### config.mk
export PLATFORM = sky130hd
export DESIGN_NAME = uart_rx_ctrl
export DESIGN_NICKNAME = d
export VERILOG_FILES = /design/src/rtl/uart_rx_ctrl.sv
export SDC_FILE = /design/constraint.sdc
export NUM_CORES = 1
export LEC_CHECK = 0
export ABC_CLOCK_PERIOD_IN_PS = 2100
export CAP_MARGIN = 25
export CORE_ASPECT_RATIO = 0.5
export CORE_MARGIN = 4
export CORE_UTILIZATION = 50
export CTS_CLUSTER_DIAMETER = 60
export DETAILED_ROUTE_END_ITERATION = 6
export PLACE_DENSITY = 0.75
export SLEW_MARGIN = 5
export SYNTH_ARGS = -nofsm -noshare
export SYNTH_HDL_FRONTEND = slang
export SYNTH_SLANG_ARGS = --single-unit
export TNS_END_PERCENT = 1
### constraint.sdc
create_clock -name clk -period 2.1 [get_ports clk]
set_input_delay 0.525 -clock clk [delete_from_list [all_inputs] [get_ports clk]]
set_output_delay 0.525 -clock clk [all_outputs]
set_load 0.1 [all_outputs]
### src/rtl/uart_rx_ctrl.sv
// uart_rx_ctrl: UART receive framing controller.
//
// Synchronises the asynchronous rx line, detects a start bit, samples
// DATA_BITS data bits (LSB first) and a stop bit on center_tick pulses from an
// external phase counter. It presents the byte on a valid/ready handshake and
// keeps sticky frame-error and overrun flags.
//
// Ports
//   clk          system clock, rising edge
//   rst_n        synchronous active-low reset
//   rx           asynchronous serial line, idle high
//   rx_en        receiver enable; low aborts any frame in progress
//   center_tick  one-cycle pulse at the bit centre from the phase counter
//   phase_arm    holds the phase counter at zero while high
//   rx_data      last received byte
//   rx_valid     rx_data holds an unaccepted byte
//   rx_ready     consumer accepts the byte when rx_valid & rx_ready
//   frame_err    sticky: stop bit sampled low
//   overrun      sticky: a byte arrived before the previous one was accepted
//   err_clr      one-cycle pulse that clears frame_err and overrun
//   busy         high whenever the receiver is not idle
module uart_rx_ctrl #(
  parameter int unsigned DATA_BITS   = 8,
  parameter int unsigned SYNC_STAGES = 2
) (
  input  logic                 clk,
  input  logic                 rst_n,
  input  logic                 rx,
  input  logic                 rx_en,
  input  logic                 center_tick,
  output logic                 phase_arm,
  output logic [DATA_BITS-1:0] rx_data,
  output logic                 rx_valid,
  input  logic                 rx_ready,
  output logic                 frame_err,
  output logic                 overrun,
  input  logic                 err_clr,
  output logic                 busy
);

  localparam int unsigned CntW = $clog2(DATA_BITS + 1);

  typedef enum logic [2:0] {
    StIdle,
    StStart,
    StData,
    StStop,
    StBrk
  } state_e;

  state_e                 state_q;
  logic [SYNC_STAGES-1:0] sync_q;
  logic [DATA_BITS-1:0]   shift_q;
  logic [CntW-1:0]        bit_cnt_q;

  logic rx_s;
  logic load;
  logic ferr_evt;
  logic accept;
  logic ovr_evt;

  assign rx_s = sync_q[SYNC_STAGES-1];

  always_comb begin
    load     = rx_en && (state_q == StStop) && center_tick && rx_s;
    ferr_evt = rx_en && (state_q == StStop) && center_tick && !rx_s;
    accept   = rx_valid && rx_ready;
    // A load in the same cycle as an accept replaces the byte cleanly.
    ovr_evt  = load && rx_valid && !rx_ready;
  end

  always_ff @(posedge clk) begin
    if (!rst_n) begin
      state_q   <= StIdle;
      phase_arm <= 1'b1;
      busy      <= 1'b0;
      sync_q    <= '1;
      shift_q   <= '0;
      bit_cnt_q <= '0;
      rx_data   <= '0;
      rx_valid  <= 1'b0;
      frame_err <= 1'b0;
      overrun   <= 1'b0;
    end else begin
      sync_q <= {sync_q[SYNC_STAGES-2:0], rx};

      // Output handshake; a new load takes priority over the accept clear.
      if (load) begin
        rx_data  <= shift_q;
        rx_valid <= 1'b1;
      end else if (accept) begin
        rx_valid <= 1'b0;
      end

      // Error events win over a simultaneous clear.
      if (ferr_evt) begin
        frame_err <= 1'b1;
      end else if (err_clr) begin
        frame_err <= 1'b0;
      end

      if (ovr_evt) begin
        overrun <= 1'b1;
      end else if (err_clr) begin
        overrun <= 1'b0;
      end

      if (!rx_en) begin
        // Drop the partial frame; delivered data and flags are left alone.
        state_q   <= StIdle;
        phase_arm <= 1'b1;
        busy      <= 1'b0;
        shift_q   <= '0;
        bit_cnt_q <= '0;
      end else begin
        unique case (state_q)
          StIdle: begin
            if (!rx_s) begin
              state_q   <= StStart;
              phase_arm <= 1'b0;
              busy      <= 1'b1;
            end
          end
          StStart: begin
            if (center_tick) begin
              if (rx_s) begin
                // Line went back high before the start-bit centre: glitch.
                state_q   <= StIdle;
                phase_arm <= 1'b1;
                busy      <= 1'b0;
              end else begin
                state_q   <= StData;
                bit_cnt_q <= '0;
              end
            end
          end
          StData: begin
            if (center_tick) begin
              shift_q   <= {rx_s, shift_q[DATA_BITS-1:1]};
              bit_cnt_q <= bit_cnt_q + CntW'(1);
              if (bit_cnt_q == CntW'(DATA_BITS - 1)) begin
                state_q <= StStop;
              end
            end
          end
          StStop: begin
            if (center_tick) begin
              state_q   <= rx_s ? StIdle : StBrk;
              phase_arm <= 1'b1;
              busy      <= !rx_s;
            end
          end
          StBrk: begin
            // Wait out a break/low line so it is not taken as a new start bit.
            if (rx_s) begin
              state_q <= StIdle;
              busy    <= 1'b0;
            end
          end
          default: begin
            state_q   <= StIdle;
            phase_arm <= 1'b1;
            busy      <= 1'b0;
          end
        endcase
      end
    end
  end

endmodule

==> results of run 1 <==
## cell usage after synthesis
cell type,instances
or2_1,2
nand3b_1,3
nand3_1,3
or3_1,1
clkbuf_2,1
dfxtp_1,30
a21o_1,2
buf_4,3
nor2b_1,10
and2_1,2
nor3_1,1
o21ai_0,1
ha_1,1
o21a_1,2
nand4bb_1,1
a21boi_1,1
nand2_1,25
mux2i_1,10
a32oi_2,1
a31oi_1,1
or2b_1,1
a21boi_0,1
buf_12,1
and2b_2,1
a221oi_1,1
a211oi_1,1
nand4_1,1
nand2b_1,4
or3b_1,1
and4b_1,1
nor4b_1,1
clkbuf_1,3
nor3b_2,1
a22oi_1,2
o22ai_1,1
a21oi_1,11
and3_4,1
nor2_1,10
buf_6,1
or2_0,1
o21ai_1,1
## sequential cells by signal, indices dropped and copies added, names as in the netlist
name,flops
shift_q,8
sync_q,2
state_q,3
busy,1
bit_cnt_q,4
rx_data,8
frame_err,1
overrun,1
phase_arm,1
rx_valid,1
## power by group
group | internal (mW) | total (mW) | leakage, nW | switching (mW)
Combinational | 0.0268 | 0.0561 | 0.291 | 0.0293
Clock | 0.506 | 0.729 | 0.0714 | 0.223
Sequential | 0.572 | 0.577 | 0.242 | 0.00415
## critical path, cell delays in order
cell	delay, ns
clkdlybuf4s50_1	0.48
and4b_1	0.26
and3_4	0.31
mux2i_1	0.23
nor2b_1	0.07
## path summary, 6_finish.rpt
check | slack (ns) | end | startpoint | cells past startpoint
max | 0.39 | rx_data[2]$_SDFFE_PN0P_ | center_tick | 5
min | 0.42 | sync_q[1]$_SDFF_PN1_ | sync_q[0]$_SDFF_PN1_ | 1
max reg2reg | 0.50 | rx_data[2]$_SDFFE_PN0P_ | state_q[0]$_SDFFE_PN0P_ | 4
min reg2reg | 0.42 | sync_q[1]$_SDFF_PN1_ | sync_q[0]$_SDFF_PN1_ | 1
## routing by layer
| layer | vias up | share of wire | GRT usage |
|---|---|---|---|
| met5 | - | 0 | 0 |
| met1 | 497 | 0.47 | 0.201 |
| li1 | 546 | - | - |
| met3 | 6 | 0.061 | 0.0630 |
| met2 | 24 | 0.45 | 0.245 |
| met4 | 0 | 0.017 | 0.0808 |
## final cells by class
class	instances	area [um2]
fillers	195	723
repair buffers	24	195
multi-input cells	108	667
flip-flops and latches	30	601
clock buffers	6	82.6
clock inverters	2	60.1
well taps	35	43.8
## logic make-up after synthesis
kind of cell    share of synthesized area
fa+ha+maj                         0.00935
flops                               0.449
mux                                0.0748
compound gates                      0.127
simple gates                        0.287
buf+inv                            0.0524
## per-stage QoR
step / setup WS, ns / utilization / cells / hold WS [ns] / power [mW]
after global placement: 0.138 / 0.635 / 197 / 0.399 / 0.646
after detailed placement: 0.0949 / 0.635 / 197 / 0.409 / 0.645
after floorplan: 0.618 / - / 147 / 0.386 / 0.621
final: 0.389 / 0.695 / 205 / 0.422 / 1.36
after CTS: 0.388 / 0.695 / 205 / 0.423 / 1.37
after global routing: 0.326 / 0.695 / 205 / 0.434 / 1.40
==> impl_metrics.toml, run 1 <==
[finish]
final_cell_mix = "30 x dfxtp_1, 25 x nand2_1, 18 x buf_4"
n_antenna_cell = 0
area_growth_pct = 23.3
layout.cells.most_common = "dfxtp_1"
final_area_um2 = 1650
layout-drive-gt1-share = 0.176
nNetsFinal = 177

[floorplan]
die_h_um = 44.6
fp-row-count = 12
die-area_um2 = 3620
boundaryPins = 20
fp.coreArea_um2 = 2370
start_util = 0.564
die_width_um = 81.1

[power_and_ir_drop]
power_leakage_nw = 0.605
irDropWorstVdd_mv = 0.462
p_per_area_nw_per_um2 = 826

[cts]
clockBufferDepth = 2
post-cts-setup-buffer-count = 0
cts-htree-levels = 2
cts_tree = "done"
clock_latency_ns = 0.28
clock_sinks = 30
hold_buffers = 0
clk_pin_slew_ns = 0.06
cts_inserted_buffers = 5
cts-resized-gates = 0
clockRootBuffer = "clkbuf_8"

[sta]
min_period_over_period = 0.815
worst_pin_slew_ns = 0.393
setup_tns_ns = 0
finalMaxSlewViolations = 0
rsz0062_at_grt = "no"
max_freq_ghz = 0.584
slew_headroom = 0.738
fin_skew_ns = 0.00301
hold_viol_final = 0
setup_viol = 0
fin_crit_ns = 1.71

[worst_setup_path]
crit_path_max_fanout = 10
worstPathRequired_ns = 2.27
critPathKind = "primary input to flip-flop"
crit_path_start_kind = "primary input"
arrival_ns = 1.88
endpoint_kind = "flip-flop"

[logic_synthesis]
synth_area_leaders = "dfxtp_1 45%, mux2i_1 7.5%, nand2_1 7.0%"
ys_ff_latch = 30
synth_seq_area_share = 0.449
syn_area_um2 = 1340
ys_warn_count = 0
synth_nets = 155
yosys.area.top_type = "dfxtp_1"
yosysUniqueCellTypes = 41
syn_inst = 147
avgSynthCellArea_um2 = 9.10
synth_top_area_frac = 0.449

[global_routing]
grt_max_degree = 15
grt_use_total = 0.162
antenna_found_initial = 0
grt_pass1_vias = 965
grt_pass1_wl_mm = 4.31
overflow = 0

[routing]
post_drt_via_cell_ratio = 5.23
drt_wl_total_mm = 2.55
dr.pass1.iters = 4
vias = 1073
routedWlPerCell_um = 12.4
antenna_left = 0
drtIter0Drc = 47
post-route-drc-count = 0

[status]
outcome = "finished, final reports clean"

[worst_hold_path]
hp-class = "flip-flop to flip-flop"

[placement]
place_congestion = 0.760
io_buffers = 19
placed_cell_area_um2 = 1510
dpl.hpwl_mm = 1.73

[run]
maxCapViolCount = 0
No activity file was read; power rests on OpenSTA's default activity.
==> inputs of run 2 (changes only) <==
--- a/config.mk
+++ b/config.mk
@@ -5,14 +5,14 @@
 export SDC_FILE = /design/constraint.sdc
 export NUM_CORES = 1
 export LEC_CHECK = 0
-export ABC_CLOCK_PERIOD_IN_PS = 2100
+export ABC_CLOCK_PERIOD_IN_PS = 1400
 export CAP_MARGIN = 25
 export CORE_ASPECT_RATIO = 0.5
 export CORE_MARGIN = 4
-export CORE_UTILIZATION = 50
+export CORE_UTILIZATION = 47
 export CTS_CLUSTER_DIAMETER = 60
 export DETAILED_ROUTE_END_ITERATION = 6
-export PLACE_DENSITY = 0.75
+export PLACE_DENSITY = 0.74
 export SLEW_MARGIN = 5
 export SYNTH_ARGS = -nofsm -noshare
 export SYNTH_HDL_FRONTEND = slang
==> constraint.sdc (replaced) <==
create_clock -name clk -period 1.4 [get_ports clk]
set_input_delay 0.35 -clock clk [delete_from_list [all_inputs] [get_ports clk]]
set_output_delay 0.35 -clock clk [all_outputs]
set_load 0.1 [all_outputs]
==> impl_metrics.toml, run 2 (synthesis gave the netlist of run 1 again) <==
[status]
outcome = "finished, final reports clean"

[floorplan]
die-area_um2 = 3810
fp.coreArea_um2 = 2650
fp-row-count = 13
die_width_um = 83.4
boundaryPins = 20
start_util = 0.504
die_h_um = 45.7

[cts]
clockRootBuffer = "clkbuf_8"
clk_pin_slew_ns = 0.07
clock_sinks = 30
cts_tree = "done"
cts_inserted_buffers = 5
clock_latency_ns = 0.28
clockBufferDepth = 2
hold_buffers = 0
cts-htree-levels = 2

[worst_setup_path]
crit_path_max_fanout = 10
path_cells = "buf_4 -> or2_1 -> a32oi_2 -> nand3b_1 -> mux2i_1"
critPathKind = "flip-flop to flip-flop"
slowest_stage = "dfxtp_4"
crit_path_start_kind = "flip-flop"
arrival_ns = 1.53
worstPathRequired_ns = 1.57
endpoint_kind = "flip-flop"
max_stage_delay_ns = 0.38

[routing]
dr.pass1.iters = 4
drt_wl_total_mm = 2.93
post-route-drc-count = 0
post_drt_via_cell_ratio = 5.27
antenna_left = 0
vias = 1144
routedWlPerCell_um = 13.5
drtIter0Drc = 75

[finish]
nNetsFinal = 188
area_growth_pct = 39.2
postLayoutCoreUtil = 0.702
layout-drive-gt1-share = 0.261
final_cell_mix = "26 x dfxtp_1, 25 x nand2_1, 15 x buf_4"
layout.cells.most_common = "dfxtp_1"
final_area_um2 = 1860
stdcell_count = 217
n_antenna_cell = 0
reg_top3 = "rx_data: 8 flops, shift_q: 8 flops, bit_cnt_q: 4 flops"

[run]
maxCapViolCount = 0

[power_and_ir_drop]
power_leakage_nw = 0.673
irDropWorstVdd_mv = 0.532
power_switching_uw = 386
p_per_area_nw_per_um2 = 873
pwr-share-clk = 0.407
power_frac_seq = 0.530
intPower_mw = 1.24
p_sw_frac = 0.237
pwr-share-comb = 0.063

[global_routing]
antenna_found_initial = 0
grt_max_degree = 14
grt_pass1_vias = 1043
grt_use_total = 0.167
grt_pass1_wl_mm = 4.80
overflow = 0

[sta]
min_period_over_period = 0.976
fin_crit_ns = 1.37
fin_ws_ns = 0.0342
max_freq_ghz = 0.732
worst_pin_slew_ns = 0.310
hold_viol_final = 0
slew_headroom = 0.792
rsz0062_at_grt = "yes"
setup_viol = 0
whs_ns = 0.421
fin_skew_ns = 0.00474
finalMaxSlewViolations = 0

[placement]
pre_cts_slack_ns = -0.402
io_buffers = 19
place_congestion = 0.818
placed_cell_area_um2 = 1750
dp.cells = 209
dpl.hpwl_mm = 1.95

[worst_hold_path]
hp-class = "flip-flop to flip-flop"
==> run 2: layout make-up <==
type,count,area (um2)
fillers,178,790
multi-input cells,109,694
flip-flops and latches,30,611
repair buffers,34,432
clock buffers,5,68.8
well taps,37,46.3
clock inverters,2,10.0
==> run 2: timing repair <==
| action | 4_1_cts | 5_1_grt |
|---|---|---|
| gates resized for setup | 5 | 6 |
| setup endpoints to repair | 17 | 20 |
| setup buffers | 0 | 0 |
| pin swaps | 1 | 1 |
| gates cloned | 1 | 0 |
==> run 2: per-layer routing <==
metal	vias to the layer above	share of wire	wire length, um	global-route usage
li1	573	-	-	-
met3	7	0.041	119	0.0433
met1	535	0.46	1360	0.198
met2	29	0.48	1390	0.280
met4	0	0.020	59	0.106
met5	-	0	0	0
==> run 2: final timing paths <==
kind	from	endpoint	slack, ns	depth (start not counted)
worst max-delay path	state_q[1]$_SDFFE_PN0P_	busy$_SDFFE_PN0P_	0.03	5
worst min-delay path	sync_q[0]$_SDFF_PN1_	sync_q[1]$_SDFF_PN1_	0.42	1
worst min register to register	sync_q[0]$_SDFF_PN1_	sync_q[1]$_SDFF_PN1_	0.42	1
worst max register to register	state_q[1]$_SDFFE_PN0P_	busy$_SDFFE_PN0P_	0.03	5
==> run 2: worst max-delay path, delay by kind of cell (launching register included) <==
family,cells,cell delay [ns]
DFF,1,0.38
and+or+nand+nor,2,0.36
AOI/OAI and AO/OA,1,0.23
buffers and inverters,1,0.15
muxes,1,0.13
==> run 2: stage by stage <==
| step | power [mW] | setup TNS (ns) |
|---|---|---|
| 3_5_place_dp | 0.985 | -6.47 |
| 6_report | 1.63 | 0 |
| 2_1_floorplan | 0.932 | 0 |
| 3_3_place_gp | 0.983 | -5.64 |
| 5_1_grt | 1.68 | -0.0356 |
| 4_1_cts | 1.65 | 0 |
==> run 2: power by group through the flow <==
stage,registers [mW],clock network [mW],logic (mW)
after floorplan,0.894,0,0.0375
after global placement,0.883,0,0.0993
after detailed placement,0.883,0,0.101
after CTS,0.864,0.681,0.102
after global routing,0.861,0.714,0.109
final,0.861,0.662,0.103
==> inputs of run 3 (changes only) <==
--- a/config.mk
+++ b/config.mk
@@ -6,7 +6,6 @@
 export NUM_CORES = 1
 export LEC_CHECK = 0
 export ABC_CLOCK_PERIOD_IN_PS = 1400
-export CAP_MARGIN = 25
 export CORE_ASPECT_RATIO = 0.5
 export CORE_MARGIN = 4
 export CORE_UTILIZATION = 47
==> results of run 3 <==
Same layout as run 2: the final DEF is identical, and so are final timing and power.
